### src/rtl/cache_types.sv
// Shared types and constants for the cache-to-memory line adapter.
// Build option: ADAPTER_WRITE_EN adds the write-back states to the state enum.
package cache_types;

    localparam int LINE_WIDTH = 256;
    localparam int BEAT_WIDTH = 64;
    localparam int NUM_BEATS  = LINE_WIDTH / BEAT_WIDTH;
    localparam int BEAT_CNT_W = $clog2(NUM_BEATS);
    localparam int ADDR_WIDTH = 32;
    localparam int OFFSET_W   = $clog2(LINE_WIDTH / 8);
    localparam int TAG_WIDTH  = ADDR_WIDTH - OFFSET_W;

    typedef enum logic [2:0] {
        IDLE,
        RD_BURST,
`ifdef ADAPTER_WRITE_EN
        RD_DONE,
        WR_BURST,
        WR_DONE
`else
        RD_DONE
`endif
    } adapter_state_t;

endpackage

### src/rtl/cacheline_adapter_if.sv
// Bundle of the cache line port (dfp_*) and the burst memory port (bmem_*).
// The adapter uses the slave modport; the cache/memory environment uses master.
interface cacheline_adapter_if;
    import cache_types::*;

    logic [ADDR_WIDTH-1:0] dfp_addr;
    logic                  dfp_read;
    logic                  dfp_write;
    logic [LINE_WIDTH-1:0] dfp_wdata;
    logic [LINE_WIDTH-1:0] dfp_rdata;
    logic                  dfp_resp;

    logic [ADDR_WIDTH-1:0] bmem_addr;
    logic                  bmem_read;
    logic                  bmem_write;
    logic [BEAT_WIDTH-1:0] bmem_wdata;
    logic                  bmem_ready;
    logic [BEAT_WIDTH-1:0] bmem_rdata;
    logic                  bmem_rvalid;

    modport master (
        output dfp_addr, dfp_read, dfp_write, dfp_wdata,
        output bmem_ready, bmem_rdata, bmem_rvalid,
        input  dfp_rdata, dfp_resp,
        input  bmem_addr, bmem_read, bmem_write, bmem_wdata
    );

    modport slave (
        input  dfp_addr, dfp_read, dfp_write, dfp_wdata,
        input  bmem_ready, bmem_rdata, bmem_rvalid,
        output dfp_rdata, dfp_resp,
        output bmem_addr, bmem_read, bmem_write, bmem_wdata
    );

endinterface

### src/rtl/cacheline_adapter.sv
// Bridges 256-bit cache line requests to 64-bit memory bursts: four-beat
// fills assembled into one line, four-beat write-backs serialized from one
// line, and fills abandoned by the cache drained without a response.
// Build option: ADAPTER_WRITE_EN enables the write-back path; without it the
// adapter is read-only (instruction cache).
module cacheline_adapter
    import cache_types::*;
(
    input logic          clk,
    input logic          rst,
    cacheline_adapter_if.slave bus
);

    localparam logic [BEAT_CNT_W-1:0] LAST_BEAT = BEAT_CNT_W'(NUM_BEATS - 1);

    adapter_state_t        state, state_next;
    logic [BEAT_CNT_W-1:0] cnt, cnt_next;
    logic [LINE_WIDTH-1:0] line, line_next;
    logic [TAG_WIDTH-1:0]  tag, tag_next;

    logic [TAG_WIDTH-1:0]  req_tag;
    assign req_tag = bus.dfp_addr[ADDR_WIDTH-1:OFFSET_W];

    // Byte-offset bits never matter for a line request.
    logic unused_offset;
    assign unused_offset = ^bus.dfp_addr[OFFSET_W-1:0];

`ifndef ADAPTER_WRITE_EN
    // The read-only build has no use for the write-back request.
    logic unused_write;
    assign unused_write = ^{bus.dfp_write, bus.dfp_wdata};
`endif

    // State, beat counter, shared line register and latched line address.
    always_ff @(posedge clk) begin
        // NOTE: the line register is reset too, so a read-back after reset is deterministic.
        if (rst) begin
            state <= IDLE;
            cnt   <= '0;
            line  <= '0;
            tag   <= '0;
        end else begin
            // NOTE: non-blocking so every register updates from the same pre-edge values.
            state <= state_next;
            cnt   <= cnt_next;
            line  <= line_next;
            tag   <= tag_next;
        end
    end

    // Next-state, datapath next values and all bus outputs.
    always_comb begin
        // NOTE: every output and next value gets a default first, so no path infers a latch.
        state_next     = state;
        cnt_next       = cnt;
        line_next      = line;
        tag_next       = tag;
        bus.dfp_resp   = 1'b0;
        bus.dfp_rdata  = '0;
        bus.bmem_addr  = '0;
        bus.bmem_read  = 1'b0;
        bus.bmem_write = 1'b0;
        bus.bmem_wdata = '0;

        case (state)
            IDLE: begin
`ifdef ADAPTER_WRITE_EN
                if (bus.dfp_write) begin
                    if (bus.bmem_ready) begin
                        bus.bmem_write = 1'b1;
                        bus.bmem_addr  = {req_tag, {OFFSET_W{1'b0}}};
                        bus.bmem_wdata = bus.dfp_wdata[BEAT_WIDTH-1:0];
                        line_next      = bus.dfp_wdata;
                        tag_next       = req_tag;
                        cnt_next       = BEAT_CNT_W'(1);
                        state_next     = WR_BURST;
                    end
                end else
`endif
                if (bus.dfp_read && bus.bmem_ready) begin
                    bus.bmem_read = 1'b1;
                    bus.bmem_addr = {req_tag, {OFFSET_W{1'b0}}};
                    tag_next      = req_tag;
                    cnt_next      = '0;
                    state_next    = RD_BURST;
                end
            end

            // A started burst always runs to its last beat, whatever the cache does.
            RD_BURST: begin
                if (bus.bmem_rvalid) begin
                    line_next[int'(cnt) * BEAT_WIDTH +: BEAT_WIDTH] = bus.bmem_rdata;
                    cnt_next = cnt + 1'b1;
                    if (cnt == LAST_BEAT) begin
                        state_next = RD_DONE;
                    end
                end
            end

            // Respond only if the cache still wants this very line.
            RD_DONE: begin
                if (bus.dfp_read && (req_tag == tag)) begin
                    bus.dfp_resp  = 1'b1;
                    bus.dfp_rdata = line;
                end
                state_next = IDLE;
            end

`ifdef ADAPTER_WRITE_EN
            WR_BURST: begin
                bus.bmem_write = 1'b1;
                bus.bmem_addr  = {tag, {OFFSET_W{1'b0}}};
                bus.bmem_wdata = line[int'(cnt) * BEAT_WIDTH +: BEAT_WIDTH];
                if (bus.bmem_ready) begin
                    cnt_next = cnt + 1'b1;
                    if (cnt == LAST_BEAT) begin
                        state_next = WR_DONE;
                    end
                end
            end

            WR_DONE: begin
                bus.dfp_resp = bus.dfp_write;
                state_next   = IDLE;
            end
`endif

            default: begin
                state_next = IDLE;
            end
        endcase
    end

endmodule

### src/flat_wrapper.sv
// flat-port wrapper written by rule: the top's interface ports become plain ports
module cacheline_adapter_flat import cache_types::*;
  (clk, rst, bus_dfp_addr, bus_dfp_read, bus_dfp_write, bus_dfp_wdata, bus_bmem_ready, bus_bmem_rdata, bus_bmem_rvalid, bus_dfp_rdata, bus_dfp_resp, bus_bmem_addr, bus_bmem_read, bus_bmem_write, bus_bmem_wdata);
  cacheline_adapter_if bus_i ();
  input logic clk;
  input logic rst;
  input wire logic [$bits(bus_i.dfp_addr)-1:0] bus_dfp_addr;
  input wire logic [$bits(bus_i.dfp_read)-1:0] bus_dfp_read;
  input wire logic [$bits(bus_i.dfp_write)-1:0] bus_dfp_write;
  input wire logic [$bits(bus_i.dfp_wdata)-1:0] bus_dfp_wdata;
  input wire logic [$bits(bus_i.bmem_ready)-1:0] bus_bmem_ready;
  input wire logic [$bits(bus_i.bmem_rdata)-1:0] bus_bmem_rdata;
  input wire logic [$bits(bus_i.bmem_rvalid)-1:0] bus_bmem_rvalid;
  output wire logic [$bits(bus_i.dfp_rdata)-1:0] bus_dfp_rdata;
  output wire logic [$bits(bus_i.dfp_resp)-1:0] bus_dfp_resp;
  output wire logic [$bits(bus_i.bmem_addr)-1:0] bus_bmem_addr;
  output wire logic [$bits(bus_i.bmem_read)-1:0] bus_bmem_read;
  output wire logic [$bits(bus_i.bmem_write)-1:0] bus_bmem_write;
  output wire logic [$bits(bus_i.bmem_wdata)-1:0] bus_bmem_wdata;
  assign bus_i.dfp_addr = bus_dfp_addr;
  assign bus_i.dfp_read = bus_dfp_read;
  assign bus_i.dfp_write = bus_dfp_write;
  assign bus_i.dfp_wdata = bus_dfp_wdata;
  assign bus_i.bmem_ready = bus_bmem_ready;
  assign bus_i.bmem_rdata = bus_bmem_rdata;
  assign bus_i.bmem_rvalid = bus_bmem_rvalid;
  assign bus_dfp_rdata = bus_i.dfp_rdata;
  assign bus_dfp_resp = bus_i.dfp_resp;
  assign bus_bmem_addr = bus_i.bmem_addr;
  assign bus_bmem_read = bus_i.bmem_read;
  assign bus_bmem_write = bus_i.bmem_write;
  assign bus_bmem_wdata = bus_i.bmem_wdata;
  cacheline_adapter u_core (.clk(clk), .rst(rst), .bus(bus_i));
endmodule
### config.mk
export PLATFORM = sky130hd
export DESIGN_NAME = cacheline_adapter_flat
export DESIGN_NICKNAME = d
export VERILOG_FILES = /design/src/rtl/cache_types.sv /design/src/rtl/cacheline_adapter_if.sv /design/src/rtl/cacheline_adapter.sv /design/src/flat_wrapper.sv
export SDC_FILE = /design/constraint.sdc
export NUM_CORES = 1
export LEC_CHECK = 0
export CORE_AREA = 2 2 280 282
export DETAILED_ROUTE_END_ITERATION = 16
export DIE_AREA = 0 0 282 284
export HOLD_SLACK_MARGIN = 0.1
export SETUP_SLACK_MARGIN = 0.1
export SYNTH_ARGS = -nofsm -noshare
export SYNTH_HDL_FRONTEND = slang
export SYNTH_SLANG_ARGS = --single-unit
### constraint.sdc
create_clock -name clk -period 2.4 [get_ports clk]
set_input_delay 0.48 -clock clk [delete_from_list [all_inputs] [get_ports clk]]
set_output_delay 0.48 -clock clk [all_outputs]
set_load 0.1 [all_outputs]
==> metrics.cfg <==
[route]
drt-wirelength-per-cell_um = 18.0
via_count = 14700
drt_iter0_drc = 1109
drt_wl_total_mm = 62.0
vias_per_cell = 4.25
ant_nets = 0
firstDrtPassIters = 5
drcViolationCount = 0

[power_and_ir_drop]
power.density_nw_per_um2 = 437
peakVddDrop_v = 0.000396
power.leakage_nw = 12.2

[cts]
root_buffer = clkbuf_16
cts.sinks = 287
clock_latency_ns = 0.54
ctsHoldBuffers = 0
clk_pin_slew_ns = 0.07
htreeDepth = 2
cts_tree = done
clockBufferDepth = 3
numCtsBuffers = 36

[place]
place_ws_ns = -0.932
dp_hpwl_mm = 41.9
place_congestion = 0.770
dp.cells = 3363
portBuffers = 380
placed_area_sq_um = 24100

[yosys]
synth.ff_latch_count = 287
yosysSeqAreaShare_pct = 38.5
syn_inst = 1991
syn_area_sq_um = 14900
synth_area_per_cell_sq_um = 7.50
yosys-top-cells-area = dfxtp_1, nor3_2, a21oi_1
synth.lib_cells_used.distinct = 27
synth.top_cell.area_share_pct = 38.5
synth_warnings = 0
synth_top_area_cell = dfxtp_1

[grt]
grt_remaining_overflow = 0
grt_util_all_layers_pct = 14.7
antenna_found_initial = 3
grt_max_degree = 88
grt_pass1_wl_mm = 90.1
grt_pass1_vias = 14000

[setup_path]
cp_data_arrival_time_ns = 2.69
crit_slowest_cell = clkdlybuf4s50_1
path_max_fanout = 32
r2r_setup_slack_ns = 0.39
crit_top_cell = buf_12
crit_type = in -> out
required_ns = 1.92
endpoint_kind = output port
path_cells = clkdlybuf4s50_1 > xor2_1 > nor4_2 > nand4_1 > buf_12 > buf_12 > nor3_2 > buf_12
startpoint_type = primary input
reg2regPathDepth = 7
slowest_delay_ns = 0.46

[die]
ioPinCount = 713
dieArea_sq_um = 80100
die_w_um = 282
core-area_sq_um = 77000
start_util_pct = 19.4
rows = 102
die_h_um = 284

[outcome]
status = finished, violations left
violations = setup timing

[layout]
nNetsFinal = 2749
stdcell_count = 3450
layout-drive-gt1-share_pct = 33.6
final_area_sq_um = 27000
seqCellArea_sq_um = 5750
final_common_cell = buf_12
fill_cells = 7665
fin_util_pct = 35.0
syn2layout_area_growth_pct = 80.7
most-common-layout-cells = buf_12, nand2_1, a21oi_1, dfxtp_1, inv_1
multi_input_area_sq_um = 8910

[sta]
max_clock_freq_ghz = 0.316
setup_ws_ns = -0.765
finalHoldViolations = 0
finalSetupTns_ns = -179.33
fin_skew_ns = 0.0152
setup_violations = 257
fin_crit_ns = 3.17
finalCritPeriodShare_pct = 132
drv_slew = 0
rsz0062_at_grt = true

[run]
drv_cap = 0

[min_path]
holdPathStages = 2
min_path_type = in -> reg

==> flip-flops by register name, summed over array words and instances, names as in the netlist <==
signal / flops
u_core.cnt: 2
u_core.line: 256
u_core.state: 2
u_core.tag: 27
==> synthesized netlist by cell type (all sizes together) <==
cell type  count
a21oi        285
inv          286
conb           1
nor2b          1
and4           1
xor2          24
ha             6
nor3b          3
and2           4
nand3b         2
nor2           3
nor4           6
dfxtp        287
nor4b          1
nor3         257
buf          165
and3b          1
a22oi          1
nand4          2
nand2        317
clkbuf        79
xnor2          3
nand3        256
==> timing repair <==
action,in CTS,in global routing
pin swaps,5,16
gates resized for setup,129,145
setup buffers,2,11
hold endpoints to repair,0,0
setup endpoints to repair,284,284
gates cloned,1,11
==> layer usage <==
layer	vias to the layer above	track usage (%)	share of wire, %
met5	-	0	0
met3	67	3.07	6.3
met2	486	24.4	49
li1	7117	-	-
met1	6989	19.3	42
met4	0	3.83	2.1
==> layout make-up <==
| class | instances | share of cell area, % |
|---|---|---|
| clock buffer | 51 | 3.81 |
| tap | 1040 | 4.83 |
| inverter | 286 | 4.03 |
| sequential | 287 | 21.3 |
| antenna | 2 | 0.0186 |
| clock inverter | 10 | 0.422 |
| multi-input combinational | 1243 | 33.0 |
| timing repair buffer | 531 | 32.5 |
==> final timing paths <==
kind                                   end                    startpoint
max                     bus_dfp_rdata[160]              bus_dfp_addr[16]
min           u_core.line[57]$_SDFFE_PP0P_                           rst
min reg2reg   u_core.line[50]$_SDFFE_PP0P_  u_core.line[50]$_SDFFE_PP0P_
max reg2reg  u_core.line[177]$_SDFFE_PP0P_    u_core.cnt[1]$_SDFFE_PP0P_
==> critical path, delay by kind of cell <==
family                 cells  cell delay, ns
XOR/XNOR                   1            0.18
buffers and inverters      4            1.19
AND/OR/NAND/NOR            3            0.78
==> where the power goes <==
part	internal (W)	switching, W	total [W]	leakage (nW)
combinational	0.000404	0.00113	0.00153	9.32
clock	0.00320	0.00220	0.00540	0.547
sequential	0.00482	0.0000323	0.00485	2.32
==> kinds of logic after synthesis <==
family	Yosys count	share of synthesized area, %
xor gates and xnor gates	27	1.58
DFF	287	38.5
buffers and inverters	530	15.8
AOI/OAI and AO/OA	286	9.61
adders and majority gates	6	0.503
other	1	0.0251
and+or+nand+nor	854	34.0
==> per-stage QoR <==
step / total power [W] / hold slack [ns]
final: 0.0118 / 0.273
after global routing: 0.0122 / 0.257
after CTS: 0.0119 / 0.243
after detailed placement: 0.00641 / 0.443
after global placement: 0.00641 / 0.438
after floorplan: 0.00595 / 0.432
No activity file was read; power rests on OpenSTA's default activity.
